--- src/rtl/bitcount_pkg.sv ---
// Shared types for the Zbb count unit: operation codes and the request record.
package bitcount_pkg;

    localparam int XLEN  = 32;
    localparam int TAG_W = 5;

    typedef enum logic [1:0] {
        BC_CTZ  = 2'b00,
        BC_CLZ  = 2'b01,
        BC_CPOP = 2'b10,
        BC_RSVD = 2'b11
    } bc_op_e;

    typedef struct packed {
        bc_op_e            op;
        logic [XLEN-1:0]   operand;
        logic [TAG_W-1:0]  tag;
    } bc_req_t;

endpackage

--- src/rtl/ctz.sv ---
// Single-cycle count-trailing-zeros of a 32-bit word; a zero word counts as 32.
module ctz (
    input  logic [31:0] operand,
    output logic [5:0]  count
);

    // Scan from the MSB down so the last hit is the lowest set bit.
    always_comb begin
        count = 6'd32;
        for (int i = 31; i >= 0; i--) begin
            if (operand[i]) begin
                count = 6'(i);
            end
        end
    end

endmodule

--- src/rtl/popcount32.sv ---
// Combinational population count: nibble sums, then 8-, 16- and 32-bit partial sums.
module popcount32 (
    input  logic [31:0] operand,
    output logic [5:0]  count
);

    logic [2:0] sum4  [8];
    logic [3:0] sum8  [4];
    logic [4:0] sum16 [2];

    genvar gi;
    for (gi = 0; gi < 8; gi++) begin : g_sum4
        assign sum4[gi] = 3'(operand[4*gi])   + 3'(operand[4*gi+1])
                        + 3'(operand[4*gi+2]) + 3'(operand[4*gi+3]);
    end

    for (gi = 0; gi < 4; gi++) begin : g_sum8
        assign sum8[gi] = {1'b0, sum4[2*gi]} + {1'b0, sum4[2*gi+1]};
    end

    for (gi = 0; gi < 2; gi++) begin : g_sum16
        assign sum16[gi] = {1'b0, sum8[2*gi]} + {1'b0, sum8[2*gi+1]};
    end

    assign count = {1'b0, sum16[0]} + {1'b0, sum16[1]};

endmodule

--- src/rtl/bitcount_unit.sv ---
// Two-stage ctz/clz/cpop unit: S1 captures the prepared operand, S2 counts into the
// output register. Only two valid bits; backpressure propagates combinationally.
module bitcount_unit #(
    parameter int XLEN  = 32,
    parameter int TAG_W = 5
) (
    input  logic             clk,
    input  logic             reset_n,
    input  logic             flush,
    input  logic             in_valid,
    output logic             in_ready,
    input  logic [1:0]       in_op,
    input  logic [XLEN-1:0]  in_operand,
    input  logic [TAG_W-1:0] in_tag,
    output logic             out_valid,
    input  logic             out_ready,
    output logic [XLEN-1:0]  out_result,
    output logic [TAG_W-1:0] out_tag
);
    import bitcount_pkg::*;

    logic             vld_p1;
    bc_op_e           op_p1;
    logic [XLEN-1:0]  operand_p1;
    logic [TAG_W-1:0] tag_p1;

    logic             vld_p2;
    logic [5:0]       cnt_p2;
    logic [TAG_W-1:0] tag_p2;

    logic [XLEN-1:0]  rev_p0;
    logic [XLEN-1:0]  prep_p0;
    logic [5:0]       ctz_cnt;
    logic [5:0]       pop_cnt;
    logic [5:0]       cnt_s2;
    logic             load_out;
    logic             s1_adv;
    logic             accept;

    // Handshake: the output register frees up when empty or being taken; S1 follows it.
    assign load_out = !vld_p2 || out_ready;
    assign s1_adv   = vld_p1 && load_out;
    assign in_ready = !flush && (!vld_p1 || s1_adv);
    assign accept   = in_valid && in_ready;

    // ---- S0 -> S1: clz is ctz of the bit-reversed operand ----
    genvar gi;
    for (gi = 0; gi < XLEN; gi++) begin : g_rev
        assign rev_p0[gi] = in_operand[XLEN-1-gi];
    end

    assign prep_p0 = (bc_op_e'(in_op) == BC_CLZ) ? rev_p0 : in_operand;

    // S1 register: valid bit plus the prepared request.
    always_ff @(posedge clk or negedge reset_n) begin
        if (!reset_n) begin
            vld_p1     <= 1'b0;
            op_p1      <= BC_CTZ;
            operand_p1 <= '0;
            tag_p1     <= '0;
        end else begin
            if (flush) begin
                vld_p1 <= 1'b0;
            end else if (accept) begin
                vld_p1 <= 1'b1;
            end else if (s1_adv) begin
                vld_p1 <= 1'b0;
            end
            if (accept) begin
                op_p1      <= bc_op_e'(in_op);
                operand_p1 <= prep_p0;
                tag_p1     <= in_tag;
            end
        end
    end

    // ---- S1 -> S2: both counters run in parallel, op selects ----
    ctz u_ctz (
        .operand (operand_p1),
        .count   (ctz_cnt)
    );

    popcount32 u_popcount (
        .operand (operand_p1),
        .count   (pop_cnt)
    );

    // Result select; the reserved op yields zero.
    always_comb begin
        cnt_s2 = 6'd0;
        case (op_p1)
            BC_CTZ, BC_CLZ: cnt_s2 = ctz_cnt;
            BC_CPOP:        cnt_s2 = pop_cnt;
            default:        cnt_s2 = 6'd0;
        endcase
    end

    // Output register: payload only changes when a new result moves in, so a held
    // result stays stable until taken.
    always_ff @(posedge clk or negedge reset_n) begin
        if (!reset_n) begin
            vld_p2 <= 1'b0;
            cnt_p2 <= '0;
            tag_p2 <= '0;
        end else begin
            if (flush) begin
                vld_p2 <= 1'b0;
            end else if (load_out) begin
                vld_p2 <= vld_p1;
            end
            if (s1_adv && !flush) begin
                cnt_p2 <= cnt_s2;
                tag_p2 <= tag_p1;
            end
        end
    end

    assign out_valid  = vld_p2;
    assign out_result = {{(XLEN-6){1'b0}}, cnt_p2};
    assign out_tag    = tag_p2;

endmodule
--- config.mk ---
export PLATFORM = sky130hd
export DESIGN_NAME = bitcount_unit
export DESIGN_NICKNAME = d
export VERILOG_FILES = /design/src/rtl/bitcount_pkg.sv /design/src/rtl/ctz.sv /design/src/rtl/popcount32.sv /design/src/rtl/bitcount_unit.sv
export SDC_FILE = /design/constraint.sdc
export NUM_CORES = 1
export LEC_CHECK = 0
export CAP_MARGIN = 5
export CORE_ASPECT_RATIO = 1.1
export CORE_UTILIZATION = 52
export DETAILED_ROUTE_END_ITERATION = 12
export PLACE_DENSITY = 0.91
export SYNTH_ARGS = -nofsm -noshare
export SYNTH_HDL_FRONTEND = slang
export SYNTH_SLANG_ARGS = --single-unit
export TNS_END_PERCENT = 100
--- constraint.sdc ---
create_clock -name clk -period 5 [get_ports clk]
set_input_delay 1.5 -clock clk [delete_from_list [all_inputs] [get_ports clk]]
set_output_delay 1.5 -clock clk [all_outputs]
set_load 0.01 [all_outputs]
=== Word-level counts from Yosys, hierarchy flattened ===
Cells that the tools add are included.
Widths: inputs -> output; s select.

* Input port bits: 44
* Register bits: 52
* Output and inout bits: 39
* Logic and storage cells: 93

* Multiplexer cells: 39
* Reduce and logical (&&, ||, !) cells: 13
* Add/subtract/negate cells: 31
* Equality and inequality tests: 3

{| class="wikitable"
|+ Operators by type and width
! kind !! number
|-
| $mux 6 || 32
|-
| $add 3x1->3 || 16
|-
| $mux 32 || 1
|-
| $add 1x1->2 || 8
|-
| $add 3x3->4 || 4
|-
| $pmux 6 s2 || 1
|-
| $add 4x4->5 || 2
|-
| $add 5x5->6 || 1
|-
| $mux 1 || 5
|-
| $eq 2x1->1 const B || 2
|-
| $logic_and 1x1->1 || 4
|-
| $logic_not 1->1 || 3
|-
| $reduce_bool 3->1 || 1
|-
| $eq 2x2->1 const B || 1
|-
| $logic_not 2->1 || 1
|-
| $logic_or 1x1->1 || 2
|-
| $reduce_bool 2->1 || 1
|-
| $reduce_or 2->1 || 1
|}

=== Longest topological paths before layout ===
* Word-level depth: 33
* Depth in mapped cells: 18
* Depth with buffers taken out: 18

=== Hierarchy ===
A second synthesis with hierarchy kept.

* Cell total of the unflattened synthesis: 325
* Area, all modules: 3896.2 sq um

{| class="wikitable"
|+ Modules (own cells, without submodules)
! module !! seq. area each (sq um) !! instances !! area an instance (sq um) !! cells an instance
|-
| bitcount_unit || 1301.2 || 1 || 2777.7 || 189
|-
| popcount32 || 0.0 || 1 || 750.7 || 71
|-
| ctz || 0.0 || 1 || 367.9 || 65
|}

=== Worst setup path after synthesis ===
No wires, ideal clock.

* Kind: flip-flop to flip-flop
* From: register operand_p1[28]
* To: register cnt_p2[4]
* Data arrival time: 4.325 ns
* Setup time: 0.082 ns
* Stages on the path, launching flop included: 17
* Required time: 4.918 ns
* Path slack: 0.593 ns
* Cells stage by stage: dfrtp_1 -> ha_1 -> inv_1 -> fa_1 -> inv_1 -> ha_1 -> inv_1 -> fa_1 -> inv_1 -> fa_1 -> fa_1 -> fa_1 -> ha_1 -> fa_1 -> xor2_1 -> nand2_1 -> a31oi_1

* Word-level cells in the longest chain between the ends: 30

{| class="wikitable"
|+ RTL lines
! item !! RTL line !! RTL
|-
| from (decl) || bitcount_unit.sv:24 || <nowiki>logic [XLEN-1:0] operand_p1;</nowiki>
|-
| from (signal assigned) || bitcount_unit.sv:71 || <nowiki>operand_p1 <= prep_p0;</nowiki>
|-
| $mux 6 (29 in series) || ctz.sv:11 || <nowiki>if (operand[i]) begin</nowiki>
|-
| $pmux 6 s2 * || bitcount_unit.sv:91 || <nowiki>case (op_p1)</nowiki>
|-
| to (signal assigned) || bitcount_unit.sv:112 || <nowiki>cnt_p2 <= cnt_s2;</nowiki>
|-
| to (decl) || bitcount_unit.sv:28 || <nowiki>logic [5:0] cnt_p2;</nowiki>
|}

Every way passes the cells marked *; elsewhere a longest branch is shown, timed or not.
A chain may end at the register's enable or synchronous reset.

=== Final worst setup path ===
Same ends and word-level chain as after synthesis.

==> flow_metrics.env <==
export IMPL_core_area_um2=7130
export IMPL_vias_per_cell=5.37
export IMPL_drtPass1Iterations=8
export IMPL_report_final_slew_viol_count=0
export IMPL_power_density_nw_per_um2=498
export IMPL_yosysTopAreaCell="dfrtp_1"
export IMPL_crit_path_end="cnt_p2[4]$_DFFE_PN0P_"
export IMPL_grt_util_met3=0.0321
export IMPL_hold_violations=0
export IMPL_rrSetupSlack_ns=0.39
export IMPL_clk_pin_slew_ns=0.11
export IMPL_max_vdd_ir_drop_v=0.000294
export IMPL_rr_worst_depth=16
export IMPL_timing_rr_start="operand_p1[28]$_DFFE_PN0P_"
export IMPL_die_w_um=84.3
export IMPL_yosys_top_cells_area="dfrtp_1 (34%), fa_1 (13%), mux2i_1 (8.3%)"
export IMPL_clockPowerShare=0.117
export IMPL_layout_drive_gt1_share=0.0509
export IMPL_grt_pass1_vias=2973
export IMPL_cts_buffer_depth=2
export IMPL_n_antenna_cell=0
export IMPL_fmax_mhz=217
export IMPL_rsz0062_at_grt="no"
export IMPL_grt_total_usage=0.231
export IMPL_worst_pin_slew_ns=1.16
export IMPL_r2r_end="cnt_p2[4]$_DFFE_PN0P_"
export IMPL_rows=32
export IMPL_min_path_type="reg -> reg"
export IMPL_cts_setup_buffers=0
export IMPL_syn_cell_area_um2=3870
export IMPL_cp_end_kind="flip-flop"
export IMPL_post_dp_hpwl_mm=6.47
export IMPL_worst_hold_slack_ns=0.502
export IMPL_grt_pass1_wl_mm=13.9
export IMPL_layout_commonest_cell="inv_1"
export IMPL_synth_edf_count=0
export IMPL_crit_path_start_kind="flip-flop"
export IMPL_clock_latency_ns=0.32
export IMPL_fp_dieH_um=92.5
export IMPL_grt_overflow=0
export IMPL_cts_resized=0
export IMPL_synth_seq_area_share=0.336
export IMPL_gp_congestion=0.915
export IMPL_tns_ns=0
export IMPL_crit_arrival_ns=4.86
export IMPL_clock_skew_ns=0.00589
export IMPL_critPathLaunch="operand_p1[28]$_DFFE_PN0P_"
export IMPL_yosysWarnings=0
export IMPL_cts_hold_buffers=0
export IMPL_grt_max_degree=53
export IMPL_synthFlopType="dfrtp_1"
export IMPL_wl_mm=8.18
export IMPL_synthArstFlopShare=1.00
export IMPL_pwr_share_comb=0.619
export IMPL_syn_area_per_cell_um2=9.70
export IMPL_ant_nets=0
export IMPL_synth_top_cell_area_share=0.336
export IMPL_grt_busiest_layer="met2"
export IMPL_pwr_share_seq=0.264
export IMPL_use_met1=0.285
export IMPL_finalCriticalPeriod_ns=4.61
export IMPL_p_int_mw=1.26
export IMPL_ios=83
export IMPL_synth_distinct_cells=44
export IMPL_violations="design-rule violations"
export IMPL_total_power_mw=2.24
export IMPL_cts_root_buf="clkbuf_8"
export IMPL_path_max_fanout=6
export IMPL_setup_viol=0
export IMPL_tritoncts="built"
export IMPL_slew_headroom=0.223
export IMPL_initial_core_util=0.543
export IMPL_drc=11
export IMPL_netlist_instances=399
export IMPL_drv_cap=0
export IMPL_placement_io_buffers=56
export IMPL_p_sw_frac=0.436
export IMPL_num_vias=2885
export IMPL_ys_seq_elements=52
export IMPL_drt_iter0_drc=212
export IMPL_final_cell_mix="inv_1 (59), clkdlybuf4s50_1 (55), dfrtp_1 (52)"
export IMPL_crit_type="reg -> reg"
export IMPL_area_growth_pct=16.2
export IMPL_nNetsFinal=542
export IMPL_grt_antenna_before_repair=0
export IMPL_numCtsBuffers=5
export IMPL_grt_util_met2=0.409
export IMPL_post_drt_wl_per_cell_um=15.2
export IMPL_die_area_um2=7790
export IMPL_cp_required_ns=5.25
export IMPL_fin_crit_sh=0.922
export IMPL_clock_sinks=52
export IMPL_htree_levels=2
export IMPL_p_sw_mw=0.976
export IMPL_power_leakage_nw=2.15
export IMPL_status="complete, but fails checks"
==> state kept, by name, indices dropped and copies added (netlist names) <==
name,flops
cnt_p2,6
op_p1,2
operand_p1,32
out_tag,5
out_valid,1
tag_p1,5
vld_p1,1
==> worst max-delay path, cell delays in order (launching register included) <==
cell and delay, ns:
dfrtp_1 0.45, ha_1 0.30, inv_1 0.04, fa_1 0.35, inv_1 0.06, ha_1 0.24
fa_1 0.52, fa_1 0.54, inv_1 0.06, fa_1 0.41, inv_1 0.07, fa_1 0.41
ha_1 0.24, fa_1 0.41, xor2_1 0.18, nand2_1 0.07, a31oi_1 0.18
==> power groups by stage <==
stage	sequential [mW]	clock, mW	combinational [mW]
4_1_cts	0.591	0.262	1.39
6_report	0.591	0.262	1.39
3_3_place_gp	0.588	0	1.30
5_1_grt	0.604	0.283	1.59
3_5_place_dp	0.599	0	1.38
2_1_floorplan	0.589	0	0.996
==> cell usage after synthesis, types with 3 or more instances <==
cell type / n
buf_2: 4
o21ai_1: 33
nand3_1: 4
nor4_1: 3
or4_4: 3
dfrtp_1: 52
a21oi_1: 8
nand2_1: 38
clkbuf_1: 8
fa_1: 25
nor2b_1: 5
o21ai_0: 8
mux2i_1: 32
buf_4: 26
mux2_1: 12
inv_1: 59
nor3_1: 6
ha_1: 22
nor2_1: 17
==> through the flow <==
step / std cells / setup slack (ns) / instance area (µm²) / util
2_1_floorplan: 424 / 0.593 / 3970 / -
3_3_place_gp: 529 / 0.516 / 4400 / 0.618
3_5_place_dp: 529 / 0.358 / 4400 / 0.618
4_1_cts: 537 / 0.349 / 4500 / 0.631
5_1_grt: 537 / 0.143 / 4500 / 0.631
6_report: 537 / 0.390 / 4500 / 0.631
==> cell type report <==
| type | instances | area (µm²) |
|---|---|---|
| Fill cell | 565 | 2630 |
| Multi-Input combinational cell | 273 | 2190 |
| Sequential cell | 52 | 1300 |
| Timing Repair Buffer | 58 | 571 |
| Inverter | 61 | 229 |
| Tap cell | 85 | 106 |
| Clock buffer | 5 | 68.8 |
| Clock inverter | 3 | 27.5 |
==> cell families (layout without fill, tap and decap cells) <==
family / Yosys count / after routing / share of synthesized area
muxes: 45 / 45 / 0.121
buffers and inverters: 99 / 127 / 0.122
other: 1 / 26 / 0.000969
AOI/OAI and AO/OA: 65 / 65 / 0.0976
xor gates and xnor gates: 1 / 1 / 0.00226
adders and majority gates: 47 / 47 / 0.200
DFF: 52 / 52 / 0.336
and+or+nand+nor: 89 / 89 / 0.120
==> layer usage <==
layer  routed length (µm)  vias to the layer above
li1                     -                     1380
met1                 3360                     1398
met2                 4270                       94
met3                  350                       13
met4                  193                        0
met5                    0                        -
==> how the worst min path moves through the flow <==
| stage | start | end | cells after the start |
|---|---|---|---|
| after floorplan | tag_p1[0]$_DFFE_PN0P_ | tag_p1[0]$_DFFE_PN0P_ | 1 |
| after detailed placement | tag_p1[4]$_DFFE_PN0P_ | tag_p1[4]$_DFFE_PN0P_ | 1 |
| after global placement | out_tag[0]$_DFFE_PN0P_ | out_tag[0]$_DFFE_PN0P_ | 1 |
| final | tag_p1[4]$_DFFE_PN0P_ | tag_p1[4]$_DFFE_PN0P_ | 1 |
| after global routing | out_tag[1]$_DFFE_PN0P_ | out_tag[1]$_DFFE_PN0P_ | 1 |
| after CTS | tag_p1[4]$_DFFE_PN0P_ | tag_p1[4]$_DFFE_PN0P_ | 1 |
Note: power is estimated with default switching activity, not from simulation.
